==> src/rtl/instruction_fetch_unit.sv <==
// rtl/instruction_fetch_unit.sv - instruction fetch unit with in-order fetch buffer and redirect handling
module instruction_fetch_unit #(
    parameter logic [31:0] RESET_PC = 32'h0000_1000,
    parameter int          DEPTH    = 2
) (
    input  logic        clk,
    input  logic        reset,
    output logic [31:0] imem_addr,
    input  logic [31:0] imem_rdata,
    input  logic        redirect_valid,
    input  logic [31:0] redirect_pc,
    output logic        out_valid,
    input  logic        out_ready,
    output logic [31:0] out_instr,
    output logic [31:0] out_pc,
    output logic [31:0] out_pc_plus4,
    output logic        fetch_error
);

    localparam int PW = (DEPTH > 1) ? $clog2(DEPTH) : 1;
    localparam int CW = $clog2(DEPTH + 1);
    localparam logic [CW-1:0] FULL = CW'(DEPTH);
    localparam logic [PW-1:0] LAST = PW'(DEPTH - 1);

    typedef enum logic {
        RUN  = 1'b0,
        HALT = 1'b1
    } state_t;

    state_t        state;
    state_t        state_next;
    logic [31:0]   fetch_pc;
    logic [CW-1:0] count;
    logic [PW-1:0] head;
    logic [PW-1:0] tail;
    logic [31:0]   buf_instr [DEPTH];
    logic [31:0]   buf_pc    [DEPTH];

    logic deq;
    logic enq;
    logic space;
    logic redirect_take;
    logic redirect_ok;
    logic redirect_bad;

    // Ring pointers wrap explicitly so DEPTH need not be a power of two.
    function automatic logic [PW-1:0] ptr_next(input logic [PW-1:0] p);
        return (p == LAST) ? '0 : p + PW'(1);
    endfunction

    // Handshake decode: a redirect seen in RUN preempts enqueue; in HALT redirects are ignored.
    always_comb begin
        out_valid     = (count != '0);
        deq           = out_valid && out_ready;
        redirect_take = (state == RUN) && redirect_valid;
        redirect_ok   = redirect_take && (redirect_pc[1:0] == 2'b00);
        redirect_bad  = redirect_take && (redirect_pc[1:0] != 2'b00);
        space         = (count < FULL) || deq;
        enq           = (state == RUN) && !redirect_valid && space;
    end

    // Head entry is presented when valid; empty buffer shows zero so out_pc_plus4 reads 4.
    always_comb begin
        imem_addr    = fetch_pc;
        out_instr    = out_valid ? buf_instr[head] : 32'h0;
        out_pc       = out_valid ? buf_pc[head] : 32'h0;
        out_pc_plus4 = out_pc + 32'd4;
    end

    // Next-state logic: a misaligned redirect is the only way into HALT, and only reset leaves it.
    always_comb begin
        state_next = state;
        case (state)
            RUN:     if (redirect_bad) state_next = HALT;
            HALT:    state_next = HALT;
            default: state_next = RUN;
        endcase
    end

    // State register.
    always_ff @(posedge clk) begin
        if (reset) state <= RUN;
        else       state <= state_next;
    end

    // Fetch PC, buffer pointers, occupancy and sticky error; redirect flushes everything at once.
    always_ff @(posedge clk) begin
        if (reset) begin
            fetch_pc    <= RESET_PC;
            count       <= '0;
            head        <= '0;
            tail        <= '0;
            fetch_error <= 1'b0;
        end else if (redirect_take) begin
            count <= '0;
            head  <= '0;
            tail  <= '0;
            if (redirect_ok) fetch_pc    <= redirect_pc;
            else             fetch_error <= 1'b1;
        end else begin
            if (enq) begin
                tail     <= ptr_next(tail);
                fetch_pc <= fetch_pc + 32'd4;
            end
            if (deq) head <= ptr_next(head);
            case ({enq, deq})
                2'b10:   count <= count + CW'(1);
                2'b01:   count <= count - CW'(1);
                default: count <= count;
            endcase
        end
    end

    // Buffer storage; contents need no reset because occupancy gates visibility.
    always_ff @(posedge clk) begin
        if (!reset && !redirect_take && enq) begin
            buf_instr[tail] <= imem_rdata;
            buf_pc[tail]    <= fetch_pc;
        end
    end

endmodule
==> config.mk <==
export PLATFORM = sky130hd
export DESIGN_NAME = instruction_fetch_unit
export DESIGN_NICKNAME = d
export VERILOG_FILES = /design/src/rtl/instruction_fetch_unit.sv
export SDC_FILE = /design/constraint.sdc
export NUM_CORES = 1
export LEC_CHECK = 0
export CORE_UTILIZATION = 45
export DETAILED_ROUTE_END_ITERATION = 8
export GPL_TIMING_DRIVEN = 0
export PLACE_DENSITY = 0.87
export SLEW_MARGIN = 5
export SYNTH_ARGS = -nofsm -noshare
export SYNTH_HDL_FRONTEND = slang
export SYNTH_SLANG_ARGS = --single-unit
export TNS_END_PERCENT = 1
==> constraint.sdc <==
create_clock -name clk -period 4.2 [get_ports clk]
set_clock_uncertainty 0.15 [all_clocks]
set_input_delay 0.42 -clock clk [delete_from_list [all_inputs] [get_ports clk]]
set_output_delay 0.42 -clock clk [all_outputs]
set_load 0.02 [all_outputs]
# == Yosys cells after proc, flatten, opt, wreduce, memory -nomap -nowiden ==
# Memories as Yosys holds them, arrays and structs flattened. A register that Yosys moved wholly into a read port is not among the register bits.
# Cells that the tools add are included.
# word_totals
ff_bits,38
mem_bits_rw,128
output_inout_bits,130
word_cells,56
mem_count,2
# memory_table
name,depth,width,read_ports,rd_clocked_by_memory_dff,write_ports,line_no,rtl
buf_instr,2,32,1,1,1,36,logic [31:0] buf_instr [DEPTH];
buf_pc,2,32,1,1,1,37,logic [31:0] buf_pc [DEPTH];
# op_classes
n_addsub,6
n_lt_le_gt_ge,1
n_eq_ne,3
n_mux,16
bitwise,2
n_reduce_logical,20
# ops
op,count
$mux 32,5
$add 32x3->32 const B,2
$mux 1,9
$logic_and 1x1->1,8
$reduce_bool 2->1,4
$pmux 2 s2,1
$reduce_and 2->1,2
$logic_not 1->1,3
$add 1x1->1 const B,2
$add 2x1->2 const B,1
$eq 2x1->1 const B,1
$eq 2x2->1 const B,1
$logic_not 2->1,1
$lt 2x2->1 const B,1
$ne 2x1->1 const B,1
$not 1->1,2
$pmux 1 s2,1
$reduce_or 2->1,1
$sub 2x1->2 const B,1
$logic_or 1x1->1,1

# == Depth between registers and ports, before layout ==
# depth
word_depth,7
depth_mapped,12

# == Worst setup path before layout ==
# No wires, ideal clock.
# synth_path
kind,input to register
from,in redirect_valid
to,mem buf_instr[0][0] (enable)
arrival_time_ns,3.664
required_time_ns,3.564
setup_slack_ns,-0.100
cell_stages,4
n_path_buf,0
path_cell_list,nor2_1 o21ai_0 or2_2 nor2_1
# synth_between
elab_chain_len,6
elab_cells_between_ends,9
cone_classes,2 x mux; 7 x reduce/logical
# synth_lines
element,line_no,rtl
"start, declared",10,"input logic redirect_valid,"
$logic_and 1x1->1 or $logic_not 1->1 (tied branches),"55, 59",
$logic_not 1->1 or $logic_and 1x1->1 (tied branches),"116, 59",
$logic_and 1x1->1 (on tied branches),"116, 59",
$logic_and 1x1->1 (*),116,if (!reset && !redirect_take && enq) begin
$mux 1 (*),116,
$mux 1 (implied by the code) (*),117,buf_instr[tail] <= imem_rdata;
"end, declared",36,
# Every way passes the cells marked *; elsewhere a longest branch is shown, timed or not.

# == Worst setup path in the final report ==
# layout_path
from,reg count[1]
to,out out_pc_plus4[8]
# layout_between
elab_chain_len,3
# layout_lines
element,line_no,rtl
"start, declared",33,logic [CW-1:0] count;
"start signal, assigned",107,2'b10: count <= count + CW'(1);
"start signal, assigned",108,2'b01: count <= count - CW'(1);
"start signal, assigned",109,default: count <= count;
$reduce_bool 2->1,53,out_valid = (count != '0);
$mux 32,66,out_pc = out_valid ? buf_pc[head] : 32'h0;
$add 32x3->32,67,out_pc_plus4 = out_pc + 32'd4;
"end, declared",16,"output logic [31:0] out_pc_plus4,"
# No other way between the ends.

==> metrics.yaml <==
status: "finished, final reports clean"
async_flop_share_pct: 0
start_util_pct: 46.10
layout-drive-gt1-share_pct: 8.944
dr.first_iter.drc_count: 527
track_usage_pct: 24.28
die_x_um: 135.3
syn-num-nets: 769
power.density_nw_per_um2: 388.0
arrival_ps: 3400
crit_top_cell: "buf_4"
syn_avg_cell_area_sq_um: 11.46
min_period_over_period_pct: 94.46
h-tree-depth: 4
final_antenna_net_count: 0
crit_fanout: 10
crit_start: "count[1]"
pwr-share-seq_pct: 45.1
fin_nets: 986
io_pins: 198
synth-seq-area-share_pct: 57.80
cp_num_buf_inv: 5
yosys-top-cells-count: "edfxtp_1, nor2_1, mux2i_1, nand2_1, dfxtp_1"
gp_congestion: 0.9527
clockRootBuffer: "clkbuf_16"
cp-start-kind: "flop"
grt_pass1_wl_mm: 33.69
drc: 0
vias: 6512
ys_ff_latch: 167
hp-start: "fetch_error"
clk_pin_slew_worst_paths_ps: 70
worstPathCellList: "nor2_4 -> buf_4 -> clkinvlp_4 -> nand2_1 -> inv_1 -> ha_1 -> nor4b_4 -> buf_4 -> nand3_1 -> xnor2_1 -> clkdlybuf4s50_1"
grt_pass1_vias: 6304
wirelength_mm: 21.87
design_area_sq_um: 10920
post_dp_cell_area_sq_um: 10340
synthXorXnorAreaFrac_pct: 3.503
switching_share_pct: 28.32
clock_latency_ps: 430
grt_overflow: 0
fill_cells: 1359
first_pass_iters: 5
p_total_mw: 4.237
finalMaxSlewViolations: 0
diodes: 0
critical_path.endpoint: "out_pc_plus4[8]"
syn2layout_area_growth_pct: 36.50
synthesis.area_sq_um: 8001
clock_sinks: 167
crit_path_end_kind: "output pin"
io_buffers: 196
synth_fa_ha_area_share_pct: 0.4691
p_comb_share_pct: 19.5
synth_warnings: 0
r2r-start: "count[1]"
crit_slowest_cell: "clkdlybuf4s50_1"
crit_type: "reg -> out"
yosys-top-cells-area: "edfxtp_1, dfxtp_1, mux2i_1"
antenna_found_initial: 0
die_y_um: 135.3
reg2reg_slack_ps: 1560
ir_drop_mv: 0.3241
synthMuxAreaShare_pct: 8.147
synth.most_common_cell: "edfxtp_1"
wl_per_cell_um: 18.97
critPathTopFamily: "buffers and inverters"
reg2regPathDepth: 7
cts_buffers: 17
clkPwrFrac_pct: 35.4
yosys.area_share.simple_pct: 18.05
via_per_inst: 5.648
max_freq_mhz: 252.1
yosysTopAreaCell: "edfxtp_1"
leakagePower_nw: 3.741
internal_power_mw: 3.037
die-area_sq_um: 18320
synth_cells: 698
hold_viol: 0
fin_util_pct: 62.93
worstMarginPinSlew_ps: 975.8
cp.required_ps: 3630
row_count: 48
cts_tree: "yes"
synth_edf_count: 128
min_period_ps: 3967
reg2reg_to: "count[1]"
max-cap-violations: 0
yosys.cell_types.count: 61
synth_top_area_share_pct: 48.04
finalSetupViolCount: 0
grt_max_degree: 32
hpwl_mm: 16.12
rsz0062_at_grt: "false"
max-slew-margin-rel_pct: 34.94
synth-compound-area-share_pct: 8.804
clockBufferDepth: 2
core_sq_um: 17360
max_stage_delay_ps: 660
hold_class: "reg -> reg"
p_sw_mw: 1.200
ys.flop_type: "edfxtp_1"
synth_top_family_by_area: "simple AND/OR/NAND/NOR gates"
crit_cells: 11
## tightest hold or removal path: stages, from the launching register on
cell and delay [ps]:
dfxtp_1 320, inv_1 50, a21oi_1 50
## power groups by stage
stage / logic (mW) / registers (mW) / clock network [mW]
3_3_place_gp: 0.806 / 1.94 / 0
6_report: 0.828 / 1.91 / 1.50
4_1_cts: 0.829 / 1.91 / 1.52
3_5_place_dp: 0.827 / 1.94 / 0
2_1_floorplan: 0.413 / 1.95 / 0
5_1_grt: 0.881 / 1.92 / 1.59
## metrics by stage
step	std cells	hold WS [ps]	TNS [ps]	worst slack, ps
5_1_grt	1153	343.9	0	23.70
3_3_place_gp	1119	290.6	-274870	-2157
4_1_cts	1153	318.7	-106.2	-77.64
6_report	1153	317.0	0	232.8
3_5_place_dp	1123	304.3	-87.07	-23.03
2_1_floorplan	698	331.2	-12860	-100.5
## worst min path at each step
stage | end | slack [ps] | depth (start not counted)
2_1_floorplan | flop | 330 | 2
3_3_place_gp | fetch_error | 290 | 2
3_5_place_dp | fetch_error | 300 | 2
4_1_cts | fetch_error | 320 | 2
5_1_grt | fetch_error | 340 | 2
6_report | fetch_error | 320 | 2
## cell type report
cell class                      instances  area (sq um)  area share (%)
Multi-Input combinational cell        476          3138           28.73
Sequential cell                       167          4626           42.35
Tap cell                              225         281.5           2.578
Timing Repair Buffer                  201          2056           18.82
Buffer                                 39         200.2           1.833
Clock inverter                         15         142.6           1.306
Inverter                               13         52.55          0.4812
Clock buffer                           17         425.4           3.895
## cell families (layout without fill, tap and decap cells)
family,after synthesis,count (layout)
multiplexers,65,65
adder cells (fa/ha/maj),3,3
buffers and inverters,55,285
AND/OR/NAND/NOR,271,271
AO/OA/AOI/OAI,105,105
XOR/XNOR,32,32
flip-flops,167,167
## layout by cell type (no fill, tap or decap), types with 5 or more instances in the layout
cell type / netlist / layout
clkdlybuf4s50_1: 0 / 186
edfxtp_1: 128 / 128
nor2_1: 92 / 90
mux2i_1: 64 / 64
nand2_1: 47 / 47
dfxtp_1: 39 / 38
nand3_1: 34 / 34
a21oi_1: 27 / 27
o21ai_0: 23 / 23
xor2_1: 18 / 18
clkbuf_1: 18 / 17
clkbuf_16: 0 / 17
nand4_1: 15 / 15
xnor2_1: 14 / 14
and3_1: 13 / 13
inv_1: 13 / 12
nor3_1: 13 / 12
buf_2: 12 / 9
a21o_1: 9 / 9
a31oi_1: 9 / 9
nor4_1: 8 / 8
nand3b_1: 7 / 7
buf_4: 4 / 6
and2_1: 6 / 6
inv_6: 0 / 6
a22oi_1: 5 / 5
or4_1: 5 / 5
o31ai_1: 5 / 5
dlymetal6s2s_1: 0 / 5
dlygate4sd2_1: 0 / 5
## flip-flops by register name, indices dropped and copies added, names as in the netlist, named ones only
name,count
buf_instr,64
buf_pc,64
imem_addr,32
count,2
fetch_error,1
head,1
state,1
tail,1
## per-layer routing
layer	GRT usage [%]	part of all wire, %	vias up
met5	0	0	-
met4	9.738	2.7	0
met3	5.874	9.7	57
met2	40.06	48	394
met1	30.60	40	3040
li1	-	-	3021
## repair_timing
action                                  4_1_cts  5_1_grt
hold buffers                                  0        0
setup buffers                                 1        0
pin swaps                                     0        1
endpoints found under the setup margin       13        7
resized for setup                            10        6
Note: power is estimated with default switching activity, not from simulation.
